[config.mk]
export PLATFORM = sky130hd
export DESIGN_NAME = reg_share_arbiter
export DESIGN_NICKNAME = d
export VERILOG_FILES = /design/src/rtl/reg_share_pkg.sv /design/src/rtl/reg_share_arbiter_rr_picker.sv /design/src/rtl/reg_share_arbiter.sv
export SDC_FILE = /design/constraint.sdc
export NUM_CORES = 1
export LEC_CHECK = 0
export CAP_MARGIN = 20
export CORE_MARGIN = 2
export CORE_UTILIZATION = 48
export CTS_CLUSTER_SIZE = 8
export DETAILED_ROUTE_END_ITERATION = 12
export MAX_ROUTING_LAYER = met4
export PLACE_DENSITY = 0.77
export SYNTH_ARGS = -nofsm -noshare
export SYNTH_HDL_FRONTEND = slang
export SYNTH_SLANG_ARGS = --single-unit
[constraint.sdc]
create_clock -name clk -period 2.5 [get_ports clk]
set_input_delay 0.375 -clock clk [delete_from_list [all_inputs] [get_ports clk]]
set_output_delay 0.375 -clock clk [all_outputs]
set_load 0.03 [all_outputs]
[src/rtl/reg_share_pkg.sv]
// rtl/reg_share_pkg.sv - shared types, defaults and width helper for the register-share arbiter
package reg_share_pkg;

  typedef enum logic {
    IDLE   = 1'b0,
    LOCKED = 1'b1
  } state_e;

  localparam int N_DEF        = 4;
  localparam int W_DEF        = 8;
  localparam int HOLD_MAX_DEF = 4;

  // Bits needed to index 'count' items; never narrower than one bit.
  function automatic int width_of(input int count);
    return (count > 1) ? $clog2(count) : 1;
  endfunction

  localparam int PTR_W_DEF = width_of(N_DEF);

endpackage

[src/rtl/reg_share_arbiter_rr_picker.sv]
// rtl/reg_share_arbiter_rr_picker.sv - combinational round-robin winner search starting at ptr
module rr_picker #(
  parameter int N  = 4,
  parameter int PW = 2
) (
  input  logic [N-1:0]  req_i,
  input  logic [PW-1:0] ptr_i,
  output logic [PW-1:0] winner_o,
  output logic          any_valid_o
);

  // Walk from ptr upward with wrap; the first set bit wins.
  always_comb begin
    int idx;
    winner_o    = '0;
    any_valid_o = 1'b0;
    idx         = 0;
    for (int off = 0; off < N; off++) begin
      idx = int'(ptr_i) + off;
      if (idx >= N) begin
        idx = idx - N;
      end
      if (!any_valid_o && req_i[idx]) begin
        any_valid_o = 1'b1;
        winner_o    = PW'(idx);
      end
    end
  end

endmodule

[src/rtl/reg_share_arbiter.sv]
// rtl/reg_share_arbiter.sv - round-robin arbiter with bounded lock in front of one shared register
module reg_share_arbiter
  import reg_share_pkg::*;
#(
  parameter int N        = N_DEF,
  parameter int W        = W_DEF,
  parameter int HOLD_MAX = HOLD_MAX_DEF,
  localparam int PW      = width_of(N),
  localparam int CW      = width_of(HOLD_MAX + 1)
) (
  input  logic           clk,
  input  logic           rst_n,
  input  logic [N-1:0]   req,
  input  logic [N-1:0]   lock,
  input  logic [N*W-1:0] wdata,
  output logic [N-1:0]   ack,
  output logic [W-1:0]   Q,
  output logic [PW-1:0]  owner,
  output logic           valid,
  output logic           timeout
);

  state_e        state_q, state_d;
  logic [W-1:0]  q_q, q_d;
  logic [N-1:0]  ack_q, ack_d;
  logic [PW-1:0] owner_q, owner_d;
  logic [PW-1:0] ptr_q, ptr_d;
  logic [CW-1:0] cnt_q, cnt_d;
  logic          valid_q, valid_d;
  logic          timeout_q, timeout_d;

  logic [N-1:0]  eff;
  logic [PW-1:0] win;
  logic          any_win;
  logic          lock_owner;
  logic          req_owner;
  logic          cnt_last;
  logic          lock_exit;

  // A requester being acked this cycle is masked so its served request is not granted twice.
  assign eff = req & ~ack_q;

  rr_picker #(
    .N  (N),
    .PW (PW)
  ) u_picker (
    .req_i       (eff),
    .ptr_i       (ptr_q),
    .winner_o    (win),
    .any_valid_o (any_win)
  );

  assign lock_owner = lock[owner_q];
  assign req_owner  = req[owner_q];
  assign cnt_last   = (cnt_q == CW'(HOLD_MAX - 1));
  assign lock_exit  = !lock_owner || cnt_last;

  // State register; reset wins over an active lock.
  always_ff @(posedge clk) begin
    if (!rst_n) begin
      state_q <= IDLE;
    end else begin
      state_q <= state_d;
    end
  end

  // Next state: enter LOCKED on a locked grant, leave on release or hold expiry.
  always_comb begin
    state_d = state_q;
    case (state_q)
      IDLE:    if (any_win && lock[win]) state_d = LOCKED;
      LOCKED:  if (lock_exit) state_d = IDLE;
      default: state_d = IDLE;
    endcase
  end

  // Datapath and output next values; ack and timeout default to idle so they only pulse.
  always_comb begin
    q_d       = q_q;
    ack_d     = '0;
    owner_d   = owner_q;
    ptr_d     = ptr_q;
    cnt_d     = cnt_q;
    valid_d   = valid_q;
    timeout_d = 1'b0;
    case (state_q)
      IDLE: begin
        if (any_win) begin
          q_d     = wdata[win*W +: W];
          ack_d   = {{(N-1){1'b0}}, 1'b1} << win;
          owner_d = win;
          valid_d = 1'b1;
          ptr_d   = (win == PW'(N - 1)) ? '0 : win + 1'b1;
          cnt_d   = '0;
        end
      end
      LOCKED: begin
        if (req_owner) begin
          q_d   = wdata[owner_q*W +: W];
          ack_d = {{(N-1){1'b0}}, 1'b1} << owner_q;
        end
        if (lock_exit) begin
          cnt_d     = '0;
          // A voluntary release in the expiry cycle suppresses the timeout pulse.
          timeout_d = lock_owner && cnt_last;
        end else begin
          cnt_d = cnt_q + 1'b1;
        end
      end
      default: begin
        cnt_d = '0;
      end
    endcase
  end

  // Registered datapath, pointer, counter and outputs.
  always_ff @(posedge clk) begin
    if (!rst_n) begin
      q_q       <= '0;
      ack_q     <= '0;
      owner_q   <= '0;
      ptr_q     <= '0;
      cnt_q     <= '0;
      valid_q   <= 1'b0;
      timeout_q <= 1'b0;
    end else begin
      q_q       <= q_d;
      ack_q     <= ack_d;
      owner_q   <= owner_d;
      ptr_q     <= ptr_d;
      cnt_q     <= cnt_d;
      valid_q   <= valid_d;
      timeout_q <= timeout_d;
    end
  end

  assign Q       = q_q;
  assign ack     = ack_q;
  assign owner   = owner_q;
  assign valid   = valid_q;
  assign timeout = timeout_q;

endmodule

==> results.json <==
{
  "status": "finished clean",
  "cpPeakStageDelay_ps": 530,
  "dr.pass1.iters": 4,
  "yosys-top-cells-area": "dfxtp_1, mux2i_1, ha_1",
  "antenna_found_initial": 0,
  "clock_path_buffers": 2,
  "avgSynthCellArea_um2": 9.03,
  "dp_slack_ps": -375,
  "htreeDepth": 1,
  "final_hold_viol_count": 0,
  "synth_fp_nets": 262,
  "critPathTopFamily": "compound AO/OA/AOI/OAI gates",
  "fin_util": 0.697,
  "dp_hpwl_mm": 3.94,
  "tns_ps": 0,
  "coreArea_um2": 3940,
  "drtIter0Drc": 110,
  "rows": 23,
  "yosysMostFrequentCell": "dfxtp_1",
  "synth_simple_gate_area_frac": 0.187,
  "place.gp.congestion": 0.859,
  "synth-xor-area-share": 0,
  "clk_pin_slew_ps": 90,
  "grt_overflow": 0,
  "critPathLaunchType": "input port",
  "cts.sinks": 22,
  "die_x_um": 67.4,
  "holdCritPathClass": "flop to flop",
  "rsz0062_at_grt": "false",
  "pin_count": 58,
  "worstPathMaxFanout": 7,
  "synth_compound_area_frac": 0.376,
  "peakVddDrop_mv": 0.602,
  "layout.nets": 329,
  "cp.arrival_ps": 2470,
  "yosys_warnings": 0,
  "worst_path_max_delay_cell": "clkdlybuf4s50_1",
  "ys_seq_area_frac": 0.228,
  "synth.mux.area_fraction": 0.0842,
  "finalWirelength_mm": 5.31,
  "synth_edf_count": 0,
  "vias": 1938,
  "remaining_drc_errors": 0,
  "cts_tree": "built",
  "cp.required_ps": 2610,
  "synth_top_area_share": 0.228,
  "die_h_um": 67.4,
  "syn_inst": 214,
  "synth_commonest_cells": "dfxtp_1, nand2_1, inv_1",
  "portBuffers": 57,
  "synth_top_family_by_area": "compound AO/OA/AOI/OAI gates",
  "antenna_left": 0,
  "syn2layout_area_growth_pct": 42.3,
  "synth.distinct_cells": 53,
  "crit_chain": "clkdlybuf4s50_1 -> or2b_2 -> a21oi_1 -> a221oi_4 -> buf_4 -> a2111oi_0 -> a311oi_1",
  "grt_max_degree": 22,
  "fin_ws_ps": 149,
  "end_kind": "flop",
  "period_share": 0.940,
  "synthAdderAreaFrac": 0.0389,
  "die_area_um2": 4550,
  "ys_ff_latch": 22,
  "worstSkewPairLatency_ps": 260,
  "fillers": 324,
  "cts_root_buf": "clkbuf_8",
  "drv_slew": 0,
  "synth_flop_cell": "dfxtp_1",
  "p_total_uw": 2920,
  "start_util": 0.490,
  "wl_per_cell_um": 16.1,
  "maxCapViolations": 0,
  "finalCriticalPeriod_ps": 2350,
  "viasPerCell": 5.87,
  "numCtsBuffers": 3,
  "clock.fmax_mhz": 425,
  "tightestPinTransition_ps": 677,
  "drive_above_1_share": 0.175,
  "postLayoutCellArea_um2": 2750,
  "n_antenna_cell": 0,
  "power.density_nw_per_um2": 1060,
  "placed_area_um2": 2650,
  "grt_pass1_wl_mm": 8.54,
  "hold_buffers": 0,
  "postSynth.asyncResetShare": 0,
  "finalSetupViolCount": 0,
  "grt_use_total": 0.253,
  "netlist_area_um2": 1930,
  "skew_ps": 1.82,
  "critPathBufInv": 2,
  "criticalPathCategory": "input port to flop",
  "p_leak_uw": 0.00110,
  "synth.largest_area_cell": "dfxtp_1",
  "slew_headroom": 0.549,
  "grt_pass1_vias": 1897
}
==> flip-flops by register name (all words and copies together) (netlist names) <==
register	cells
cnt_q	3
ptr_q	2
owner	2
timeout	1
state_q	1
valid	1
ack	4
Q	8
==> worst register-to-register path: stages, from the launching register on <==
cell and delay (ps):
dfxtp_1 700, nand2b_1 180, o22ai_2 220, buf_12 180, and4bb_2 260, a2111oi_0 440, a311oi_1 100
==> final timing paths <==
| path | startpoint | depth (start not counted) | end | slack [ps] |
|---|---|---|---|---|
| setup reg to reg | state_q | 6 | Q[4] | 280 |
| hold / removal | cnt_q[2] | 2 | cnt_q[2] | 470 |
| setup / recovery | req[3] | 7 | Q[4] | 150 |
| hold reg to reg | cnt_q[2] | 2 | cnt_q[2] | 470 |
==> power by group <==
group	switching, µW	internal [µW]	leakage [µW]
Combinational	1030	922	0.000884
Sequential	170	464	0.000181
Clock	126	214	0.0000357
Total	1320	1600	0.00110
==> per-stage QoR <==
| step | instances | hold slack (ps) |
|---|---|---|
| global route | 330 | 517 |
| CTS | 327 | 475 |
| global placement | 323 | 453 |
| finish | 330 | 473 |
| floorplan | 214 | 444 |
| detailed placement | 323 | 458 |
==> layer usage <==
| layer | global-route usage | up-vias | routed length [µm] |
|---|---|---|---|
| met5 | - | - | 0 |
| met1 | 0.329 | 918 | 2390 |
| met3 | 0.0217 | 2 | 246 |
| met4 | 0.0638 | 0 | 33 |
| met2 | 0.423 | 55 | 2640 |
| li1 | - | 963 | - |
==> cell usage in the layout, fill, tap and decap left out, types with 5 or more instances in the layout <==
master	instances
a2111oi_0	5
o31a_1	8
buf_4	20
nand2_1	18
mux2i_1	14
clkdlybuf4s50_1	57
dfxtp_1	22
nor2b_1	7
ha_1	6
a311oi_1	7
o41ai_1	8
a21o_1	8
o31ai_1	8
a21oi_1	10
nor4bb_1	5
inv_1	16
nor2_1	5
==> area by class of cell <==
class,instances,area (µm²),share of cell area
clock buffer,3,41.3,0.0150
clock inverter,1,30.0,0.0109
inverter,16,60.1,0.0218
multi-input combinational,158,1330,0.485
sequential,22,440,0.160
tap,50,62.6,0.0228
timing repair buffer,80,781,0.284
==> cell families (layout without fill, tap and decap cells) <==
group                      count (synthesis)  count (layout)
adders and majority gates                  6               6
and+or+nand+nor                           55              55
muxes                                     15              15
DFF                                       22              22
AOI/OAI and AO/OA                         82              82
buffers and inverters                     34             100
==> timing repair <==
action                                  in CTS  in global routing
gates cloned                                 0                  0
pin swaps                                    0                  1
buffers inserted                             0                  3
endpoints found under the setup margin       5                  8
gates resized for setup                      1                  0
Power figures use the tool's default switching activity.
